### src/rtl/lcd_reader_if.sv
// Host-side request/response channel of the LCD read controller.
// The master issues reads; the slave (lcd_reader) returns the byte and status.
interface lcd_reader_if;
  logic       start;
  logic       rs_sel;
  logic       poll;
  logic [7:0] rdata;
  logic       rvalid;
  logic       busy;
  logic       timeout;

  modport master (
    output start, rs_sel, poll,
    input  rdata, rvalid, busy, timeout
  );

  modport slave (
    input  start, rs_sel, poll,
    output rdata, rvalid, busy, timeout
  );
endinterface

### src/rtl/lcd_reader.sv
// HD44780-style 4-bit read controller: single status/data reads, plus a busy-poll
// mode that repeats status reads until BF clears or POLL_MAX reads have been made.
module lcd_reader #(
  parameter int unsigned T_SU     = 3,
  parameter int unsigned T_EH     = 12,
  parameter int unsigned T_SAMP   = 10,
  parameter int unsigned T_GAP    = 50,
  parameter int unsigned T_HOLD   = 2,
  parameter int unsigned POLL_MAX = 1000
) (
  input  logic             CLK,
  input  logic             RST,
  lcd_reader_if.slave      host,
  input  logic [3:0]       sf_d_in,
  output logic             LCD_E,
  output logic             LCD_RS,
  output logic             LCD_RW,
  output logic             bus_rd
);

  localparam int unsigned CW  = 8;
  localparam int unsigned PCW = (POLL_MAX > 1) ? $clog2(POLL_MAX) : 1;

  typedef enum logic [3:0] {
    S_IDLE, S_SETUP, S_EH1, S_GAP1, S_EH2, S_HOLD, S_CHECK, S_PGAP, S_DONE
  } state_t;

  state_t           state_q, state_d;
  logic [CW-1:0]    cnt_q, cnt_d;
  logic [PCW-1:0]   poll_cnt_q, poll_cnt_d;
  logic             rs_q, rs_d;
  logic             poll_q, poll_d;
  logic [3:0]       upper_q, upper_d;
  logic [3:0]       lower_q, lower_d;
  logic [7:0]       rdata_q, rdata_d;
  logic             timeout_q, timeout_d;
  logic             rvalid_q, rvalid_d;
  logic             busy_q, busy_d;
  logic             lcd_e_q, lcd_e_d;
  logic             lcd_rs_q, lcd_rs_d;
  logic             lcd_rw_q, lcd_rw_d;
  logic             last_c;

  // Terminal count for the timed states (cycles in state minus one).
  function automatic logic [CW-1:0] state_len(input state_t s);
    case (s)
      S_SETUP:        return CW'(T_SU - 1);
      S_EH1, S_EH2:   return CW'(T_EH - 1);
      S_GAP1, S_PGAP: return CW'(T_GAP - 1);
      S_HOLD:         return CW'(T_HOLD - 1);
      default:        return CW'(0);
    endcase
  endfunction

  always_ff @(posedge CLK or negedge RST) begin
    if (!RST) begin
      state_q    <= S_IDLE;
      cnt_q      <= '0;
      poll_cnt_q <= '0;
      rs_q       <= 1'b0;
      poll_q     <= 1'b0;
      upper_q    <= 4'h0;
      lower_q    <= 4'h0;
      rdata_q    <= 8'h00;
      timeout_q  <= 1'b0;
      rvalid_q   <= 1'b0;
      busy_q     <= 1'b0;
      lcd_e_q    <= 1'b0;
      lcd_rs_q   <= 1'b0;
      lcd_rw_q   <= 1'b0;
    end else begin
      state_q    <= state_d;
      cnt_q      <= cnt_d;
      poll_cnt_q <= poll_cnt_d;
      rs_q       <= rs_d;
      poll_q     <= poll_d;
      upper_q    <= upper_d;
      lower_q    <= lower_d;
      rdata_q    <= rdata_d;
      timeout_q  <= timeout_d;
      rvalid_q   <= rvalid_d;
      busy_q     <= busy_d;
      lcd_e_q    <= lcd_e_d;
      lcd_rs_q   <= lcd_rs_d;
      lcd_rw_q   <= lcd_rw_d;
    end
  end

  always_comb begin
    state_d    = state_q;
    poll_cnt_d = poll_cnt_q;
    rs_d       = rs_q;
    poll_d     = poll_q;
    upper_d    = upper_q;
    lower_d    = lower_q;
    rdata_d    = rdata_q;
    timeout_d  = timeout_q;
    last_c     = (cnt_q == state_len(state_q));

    case (state_q)
      S_IDLE: begin
        if (host.start) begin
          rs_d       = host.rs_sel & ~host.poll;
          poll_d     = host.poll;
          poll_cnt_d = '0;
          state_d    = S_SETUP;
        end
      end
      S_SETUP: if (last_c) state_d = S_EH1;
      S_EH1: begin
        if (cnt_q == CW'(T_SAMP)) upper_d = sf_d_in;
        if (last_c) state_d = S_GAP1;
      end
      S_GAP1: if (last_c) state_d = S_EH2;
      S_EH2: begin
        if (cnt_q == CW'(T_SAMP)) lower_d = sf_d_in;
        if (last_c) state_d = S_HOLD;
      end
      S_HOLD: if (last_c) state_d = poll_q ? S_CHECK : S_DONE;
      S_CHECK: begin
        // upper_q[3] is BF of the byte just read.
        if (upper_q[3] && (poll_cnt_q < PCW'(POLL_MAX - 1))) begin
          poll_cnt_d = poll_cnt_q + PCW'(1);
          state_d    = S_PGAP;
        end else begin
          state_d = S_DONE;
        end
      end
      S_PGAP: if (last_c) state_d = S_SETUP;
      S_DONE: state_d = S_IDLE;
      default: state_d = S_IDLE;
    endcase

    if (state_d == S_DONE && state_q != S_DONE) begin
      rdata_d   = {upper_q, lower_q};
      timeout_d = (state_q == S_CHECK) && upper_q[3];
    end

    cnt_d = (state_d != state_q || state_q == S_IDLE) ? '0 : cnt_q + CW'(1);

    // Outputs registered from the next state so they line up with state_q.
    lcd_rw_d = state_d inside {S_SETUP, S_EH1, S_GAP1, S_EH2, S_HOLD};
    lcd_e_d  = state_d inside {S_EH1, S_EH2};
    lcd_rs_d = lcd_rw_d & rs_d;
    rvalid_d = (state_d == S_DONE);
    busy_d   = (state_d != S_IDLE);
  end

  assign LCD_E        = lcd_e_q;
  assign LCD_RS       = lcd_rs_q;
  assign LCD_RW       = lcd_rw_q;
  assign bus_rd       = lcd_rw_q;
  assign host.rdata   = rdata_q;
  assign host.rvalid  = rvalid_q;
  assign host.busy    = busy_q;
  assign host.timeout = timeout_q;

endmodule
### src/flat_wrapper.sv
// flat-port wrapper written by rule: the top's interface ports become plain ports
module lcd_reader_flat 
#(
  parameter int unsigned T_SU     = 3,
  parameter int unsigned T_EH     = 12,
  parameter int unsigned T_SAMP   = 10,
  parameter int unsigned T_GAP    = 50,
  parameter int unsigned T_HOLD   = 2,
  parameter int unsigned POLL_MAX = 1000
)
  (CLK, RST, sf_d_in, LCD_E, LCD_RS, LCD_RW, bus_rd, host_start, host_rs_sel, host_poll, host_rdata, host_rvalid, host_busy, host_timeout);
  lcd_reader_if host_i ();
  input  logic CLK;
  input  logic RST;
  input  logic [3:0] sf_d_in;
  output logic LCD_E;
  output logic LCD_RS;
  output logic LCD_RW;
  output logic bus_rd;
  input wire logic [$bits(host_i.start)-1:0] host_start;
  input wire logic [$bits(host_i.rs_sel)-1:0] host_rs_sel;
  input wire logic [$bits(host_i.poll)-1:0] host_poll;
  output wire logic [$bits(host_i.rdata)-1:0] host_rdata;
  output wire logic [$bits(host_i.rvalid)-1:0] host_rvalid;
  output wire logic [$bits(host_i.busy)-1:0] host_busy;
  output wire logic [$bits(host_i.timeout)-1:0] host_timeout;
  assign host_i.start = host_start;
  assign host_i.rs_sel = host_rs_sel;
  assign host_i.poll = host_poll;
  assign host_rdata = host_i.rdata;
  assign host_rvalid = host_i.rvalid;
  assign host_busy = host_i.busy;
  assign host_timeout = host_i.timeout;
  lcd_reader #(.T_SU(T_SU), .T_EH(T_EH), .T_SAMP(T_SAMP), .T_GAP(T_GAP), .T_HOLD(T_HOLD), .POLL_MAX(POLL_MAX)) u_core (.CLK(CLK), .RST(RST), .host(host_i), .sf_d_in(sf_d_in), .LCD_E(LCD_E), .LCD_RS(LCD_RS), .LCD_RW(LCD_RW), .bus_rd(bus_rd));
endmodule
### config.mk
export PLATFORM = sky130hd
export DESIGN_NAME = lcd_reader_flat
export DESIGN_NICKNAME = d
export VERILOG_FILES = /design/src/rtl/lcd_reader_if.sv /design/src/rtl/lcd_reader.sv /design/src/flat_wrapper.sv
export SDC_FILE = /design/constraint.sdc
export NUM_CORES = 1
export LEC_CHECK = 0
export CAP_MARGIN = 10
export CORE_AREA = 3 3 73 75
export DETAILED_ROUTE_END_ITERATION = 10
export DIE_AREA = 0 0 76 78
export GPL_ROUTABILITY_DRIVEN = 0
export PLACE_DENSITY_LB_ADDON = 0.15
export REMOVE_ABC_BUFFERS = 1
export SLEW_MARGIN = 20
export SYNTH_ARGS = -nofsm -noshare
export SYNTH_HDL_FRONTEND = slang
export SYNTH_SLANG_ARGS = --single-unit
### constraint.sdc
create_clock -name CLK -period 2.2 [get_ports CLK]
set_input_delay 0.22 -clock CLK [delete_from_list [all_inputs] [get_ports CLK]]
set_output_delay 0.22 -clock CLK [all_outputs]
set_load 0.02 [all_outputs]
==> results_dict.tcl, run 1 <==
set metrics [dict create \
    portBuffers 23 \
    slowest_stage "dfrtp_2" \
    grt_busiest_layer "met2" \
    synth_area_per_cell_um2 11.2 \
    synth_warnings 0 \
    first_pass_iters 4 \
    clk_latency_ps 300 \
    drcViolationCount 0 \
    synth.yosys.seq_area_share_pct 48.6 \
    totalWireLength_mm 5.09 \
    critPathMaxFanout 5 \
    end_kind "flop" \
    die_w_um 76 \
    worst_slack_ps -53.8 \
    drt_iter0_drc 67 \
    critical_path_buf_inv_count 1 \
    clkTransAtPathRegs_ps 90 \
    hp-class "primary input to async pin" \
    p_per_area_mw_per_mm2 1310 \
    cp_top_family "compound AO/OA/AOI/OAI gates" \
    rsz0062_at_grt "true" \
    grt_pass1_wl_mm 8.78 \
    synth_top_area_cell "dfrtp_1" \
    grt_max_degree 29 \
    multi_input_area_mm2 0.00116 \
    worst_setup_path_start_kind "flop" \
    area_growth_pct 29.1 \
    cts_max_path_buffers 2 \
    ant_nets 0 \
    crit_arrival_ps 2440 \
    clock_tree.root_cell "clkbuf_8" \
    antenna_cells 0 \
    dp.final_hpwl_mm 3.71 \
    outcome "finished with violations" \
    use_met1_pct 24.3 \
    setup_viol 8 \
    crit_type "flop to flop" \
    viasPerCell 5.22 \
    dp_worst_setup_slack_ps -92.9 \
    track_usage_pct 18.7 \
    fin_crit_sh_pct 102 \
    final_cells 341 \
    synth_cells 212 \
    synth-edff-count 0 \
    synth_most_common_cell "dfrtp_1" \
    async_reset_ff_share_pct 100 \
    netlist_top_cells_area "dfrtp_1 49%, mux2_4 6.3%, mux2_2 3.8%" \
    peakVddDrop_mv 0.509 \
    final_core_util_pct 64.7 \
    cts.sinks 46 \
    relSlewSlack_pct 57.4 \
    leakagePower_nw 1.44 \
    total_power_mw 4.00 \
    met3_usage_pct 3.94 \
    fin_crit_ps 2250 \
    violations "setup timing" \
    num_rows 25 \
    place_inst 329 \
    dominantRegCellSynth "dfrtp_1" \
    required_ps 2390 \
    die_h_um 78 \
    cts_tree "built" \
    synth_cell_type_count 50 \
    tightest_slew_ps 639 \
    synth_common_cells "46 x dfrtp_1, 20 x nor2_1, 13 x nand2_1" \
    finalHoldViolations 0 \
    gr-total-overflow 0 \
    dieArea_mm2 0.00593 \
    seq_area_mm2 0.00115 \
    yosys.area.top_type_share_pct 48.6 \
    grt_pass1_vias 1848 \
    fmax_ghz 0.444 \
    max_cap_viol_count 0 \
    hold_ws_ps 465 \
    grtUsageMet2_pct 31.9 \
    drv_slew 0 \
    cts_max_level 2 \
    wl_per_cell_um 14.9 \
    fill_cells 385 \
    vias 1781 \
    synth_area_mm2 0.00237 \
    crit_chain "xnor2_1 -> o31a_1 -> or3_4 -> o41a_4 -> clkinv_8 -> mux2_4" \
    skew_ps 7.95 \
    core_area_mm2 0.00472 \
    ys_ff_latch 46 \
    critPathMaxStageDelay_ps 460 \
    nets 285 \
    num_io_pins 24 \
    initial_core_util_pct 50.1 \
    drive_above_1_share_pct 28.8 \
    antenna_found_initial 0 \
    cts_made_buffers 5 \
]
-- power by group --
| part | leakage [nW] | internal [mW] | switching, mW |
|---|---|---|---|
| clock network | 0.0489 | 0.260 | 0.291 |
| logic | 0.806 | 1.10 | 1.11 |
| registers | 0.584 | 1.08 | 0.164 |
-- state kept, by name (all words and copies together) (netlist names) --
signal and cells:
u_core.poll_cnt_q 10, u_core.cnt_q 8, u_core.host.rdata 8, u_core.lower_q 4, u_core.state_q 4, u_core.upper_q 4, u_core.LCD_E 1, u_core.LCD_RS 1
u_core.LCD_RW 1, u_core.host.busy 1, u_core.host.rvalid 1, u_core.host.timeout 1, u_core.poll_q 1, u_core.rs_q 1
-- worst reg2reg max path, cell delays in order (launching register included) --
cell	delay [ps]
dfrtp_2	460
xnor2_1	170
o31a_1	270
or3_4	410
o41a_4	440
clkinv_8	100
mux2_4	290
-- cells in the final DEF, fill, tap and decap left out, types with 2 or more instances in the layout --
cell type         n
nand3_1          12
xnor2_1           6
xor2_1            9
a21oi_1           6
buf_4            35
nor2b_1           3
o2111ai_1         2
and3_1            7
nor2_1           19
nand2_1          13
and4_1            3
clkdlybuf4s50_1  22
nand2b_1          6
inv_1            10
ha_1              3
nor3b_1           2
nor3_1            3
mux2_2            8
o21ai_0           4
clkbuf_8          6
a211oi_1          3
a211oi_2          2
dfrtp_1          45
mux2_4           10
-- cell families (layout without fill, tap and decap cells) --
group / after synthesis / in the layout / synth area share (%)
multiplexers: 18 / 18 / 10.1
buffers and inverters: 17 / 79 / 3.54
XOR/XNOR: 15 / 15 / 5.55
AND/OR/NAND/NOR: 81 / 81 / 19.6
AO/OA/AOI/OAI: 32 / 32 / 11.0
flip-flops: 46 / 46 / 48.6
adder cells (fa/ha/maj): 3 / 3 / 1.58
-- metrics by stage --
| stage | setup TNS [ps] | area, µm² |
|---|---|---|
| CTS | -327 | 3040 |
| global route | -1090 | 3060 |
| global placement | -170 | 2890 |
| finish | -399 | 3060 |
| detailed placement | -464 | 2890 |
| floorplan | -1460 | 2330 |
-- repair_timing --
| item | CTS | global route |
|---|---|---|
| hold buffers | 1 | 0 |
| hold endpoints to repair | 26 | 0 |
| setup buffers | 1 | 1 |
| gates resized for setup | 5 | 4 |
| gates cloned | 1 | 0 |
| setup endpoints to repair | 10 | 23 |
| pin swaps | 1 | 2 |
-- routing by layer --
| metal | wire length, µm | share of wire [%] | vias up |
|---|---|---|---|
| li1 | - | - | 875 |
| met1 | 2340 | 46 | 859 |
| met2 | 2460 | 48 | 41 |
| met3 | 231 | 4.5 | 6 |
| met4 | 55 | 1.1 | 0 |
| met5 | 0 | 0 | - |
-- area by class of cell --
class                      instances  area share [%]
clock buffer                       7            2.82
clock inverter                     1           0.287
inverter                          11            1.76
multi-input combinational        149            38.1
tap                               67            2.74
timing repair inverter             1           0.287
timing repair buffer              59            16.3
sequential                        46            37.7
-- path summary, 6_finish.rpt --
kind	cells past startpoint	startpoint	endpoint	slack, ps
min	2	RST	u_core.cnt_q[0]	470
max reg2reg	6	u_core.state_q[1]	u_core.host.rdata[4]	-50
min reg2reg	1	u_core.upper_q[1]	u_core.host.rdata[5]	500
max	6	u_core.state_q[1]	u_core.host.rdata[4]	-50
min in group CLK	1	u_core.upper_q[1]	u_core.host.rdata[5]	500
max in group asynchronous	3	RST	u_core.state_q[1]	1140
Power figures use the tool's default switching activity.
==> run 2, diff against run 1 <==
--- a/config.mk
+++ b/config.mk
@@ -6,9 +6,11 @@
 export NUM_CORES = 1
 export LEC_CHECK = 0
 export CAP_MARGIN = 10
-export CORE_AREA = 3 3 73 75
+export CELL_PAD_IN_SITES_DETAIL_PLACEMENT = 0
+export CELL_PAD_IN_SITES_GLOBAL_PLACEMENT = 1
+export CORE_AREA = 3 3 81 83
 export DETAILED_ROUTE_END_ITERATION = 10
-export DIE_AREA = 0 0 76 78
+export DIE_AREA = 0 0 84 86
 export GPL_ROUTABILITY_DRIVEN = 0
 export PLACE_DENSITY_LB_ADDON = 0.15
 export REMOVE_ABC_BUFFERS = 1
==> results_dict.tcl, run 2 (same netlist as run 1, synthesis figures left out) <==
set metrics [dict create \
    worstRegToRegCells 6 \
    critical_path_buf_inv_count 1 \
    worst_setup_path_start_kind "flop" \
    grtUsageMet2_pct 23.6 \
    violations "setup timing" \
    vias 1762 \
    peakVddDrop_mv 0.562 \
    dp_worst_setup_slack_ps -96.2 \
    die_h_um 86 \
    switching_share_pct 39.8 \
    max_cap_viol_count 0 \
    final_cell_mix "45 x dfrtp_1, 31 x buf_4, 22 x clkdlybuf4s50_1, 14 x nor2_1, 13 x nand2_1" \
    dp.final_hpwl_mm 3.90 \
    hp-class "primary input to async pin" \
    crit_type "flop to flop" \
    grt_max_degree 25 \
    area_growth_pct 32.1 \
    end_kind "flop" \
    num_io_pins 24 \
    cts_max_path_buffers 2 \
    combPwrFrac_pct 56.5 \
    finalHoldViolations 0 \
    grt_busiest_layer "met2" \
    top_register "u_core.poll_cnt_q" \
    outcome "finished with violations" \
    place_inst 334 \
    fin_crit_ps 2240 \
    totalWireLength_mm 5.25 \
    crit_arrival_ps 2450 \
    clkPwrFrac_pct 13.1 \
    gr-total-overflow 0 \
    leakagePower_nw 1.43 \
    setup_viol 8 \
    core_area_mm2 0.00592 \
    r2r_slack_ps -40 \
    first_pass_iters 4 \
    drv_slew 0 \
    met3_usage_pct 3.55 \
    critPathMaxFanout 4 \
    timing.rr.end "u_core.host.rdata[5]" \
    drt_iter0_drc 72 \
    p_seq_share_pct 30.4 \
    fmax_ghz 0.446 \
    crit_path_start "u_core.cnt_q[5]" \
    ant_nets 0 \
    cts_tree "built" \
    use_met1_pct 23.5 \
    initial_core_util_pct 40.0 \
    dieArea_mm2 0.00722 \
    relSlewSlack_pct 62.9 \
    cts_made_buffers 5 \
    rsz0062_at_grt "true" \
    drive_above_1_share_pct 32.7 \
    largest_reg_flops 10 \
    tightest_slew_ps 556 \
    clkTransAtPathRegs_ps 90 \
    p_per_area_mw_per_mm2 1310 \
    portBuffers 23 \
    critPathMaxStageDelay_ps 440 \
    required_ps 2400 \
    grt_pass1_vias 1832 \
    die_w_um 84 \
    viasPerCell 5.08 \
    num_rows 28 \
    internal_power_mw 2.47 \
    cts.sinks 46 \
    slowest_stage "o41a_4" \
    fin_crit_sh_pct 102 \
    final_cells 347 \
    antenna_found_initial 0 \
    worst_slack_ps -44.5 \
    track_usage_pct 16.1 \
    clock_tree.root_cell "clkbuf_8" \
    fill_cells 518 \
    drcViolationCount 0 \
    finalSetupTns_ps -332 \
    cts_max_level 2 \
    antenna_cells 0 \
    crit_chain "or2_1 -> mux2_4 -> or3_4 -> o41a_4 -> clkinv_4 -> mux2_4" \
    grt_pass1_wl_mm 9.34 \
    skew_ps 7.29 \
    cp_top_family "simple AND/OR/NAND/NOR gates" \
    wl_per_cell_um 15.1 \
    clk_latency_ps 310 \
    r2r_start "u_core.cnt_q[5]" \
    p_sw_mw 1.63 \
    final_common_cell "dfrtp_1" \
    nets 283 \
    path_common_cell "mux2_4" \
]
[run 2: worst register-to-register path: stages (launching register included)]
cell      delay [ps]
dfrtp_1          380
or2_1            240
mux2_4           280
or3_4            420
o41a_4           440
clkinv_4         100
mux2_4           290
[run 2: through the flow]
stage | util [%] | total power, mW | hold WS, ps | area [µm²]
4_1_cts | 51.4 | 3.98 | 448 | 3040
6_report | 52.9 | 4.11 | 431 | 3130
2_1_floorplan | - | 2.43 | -75.6 | 2330
5_1_grt | 52.9 | 4.40 | 468 | 3130
3_3_place_gp | 48.8 | 3.36 | 239 | 2890
3_5_place_dp | 48.8 | 3.36 | 238 | 2890
[run 2: timing repair]
| action | in CTS | in global routing |
|---|---|---|
| cloned | 1 | 0 |
| setup endpoints to repair | 11 | 24 |
| buffers inserted | 2 | 1 |
| hold buffers | 1 | 0 |
| pin swaps | 0 | 13 |
| resized for setup | 6 | 16 |
| endpoints found under the hold margin | 22 | 0 |
[run 2: worst max path at each step]
| stage | end | slack, ps | depth (start not counted) |
|---|---|---|---|
| finish | u_core.host.rdata[5] | -40 | 6 |
| floorplan | u_core.host.rdata[0] | -170 | 6 |
| global route | u_core.host.rdata[4] | -100 | 6 |
| CTS | u_core.host.timeout | -30 | 6 |
| global placement | u_core.host.rdata[0] | -50 | 6 |
| detailed placement | u_core.host.rdata[4] | -100 | 6 |
[run 2: final cells by class]
cell class	instances	area, µm²	area share, %
clock buffers	5	68.8	2.20
flip-flops and latches	46	1150	36.8
multi-input cells	149	1230	39.2
clock inverters	3	25.0	0.800
repair inverters	1	8.76	0.280
well taps	75	93.8	3.00
inverters	11	53.8	1.72
repair buffers	57	499	16.0
[run 2: power groups by stage]
stage	Clock (mW)	Combinational (mW)	Sequential [mW]
after floorplan	0	0.989	1.44
after global placement	0	2.10	1.26
after detailed placement	0	2.11	1.26
after CTS	0.565	2.17	1.24
after global routing	0.594	2.52	1.29
final	0.539	2.32	1.25
[run 2: layer usage]
metal  up-vias  wire (µm)
li1        870          -
met1       858       2740
met2        23       2270
met3        11        148
met4         0         91
met5         -          0
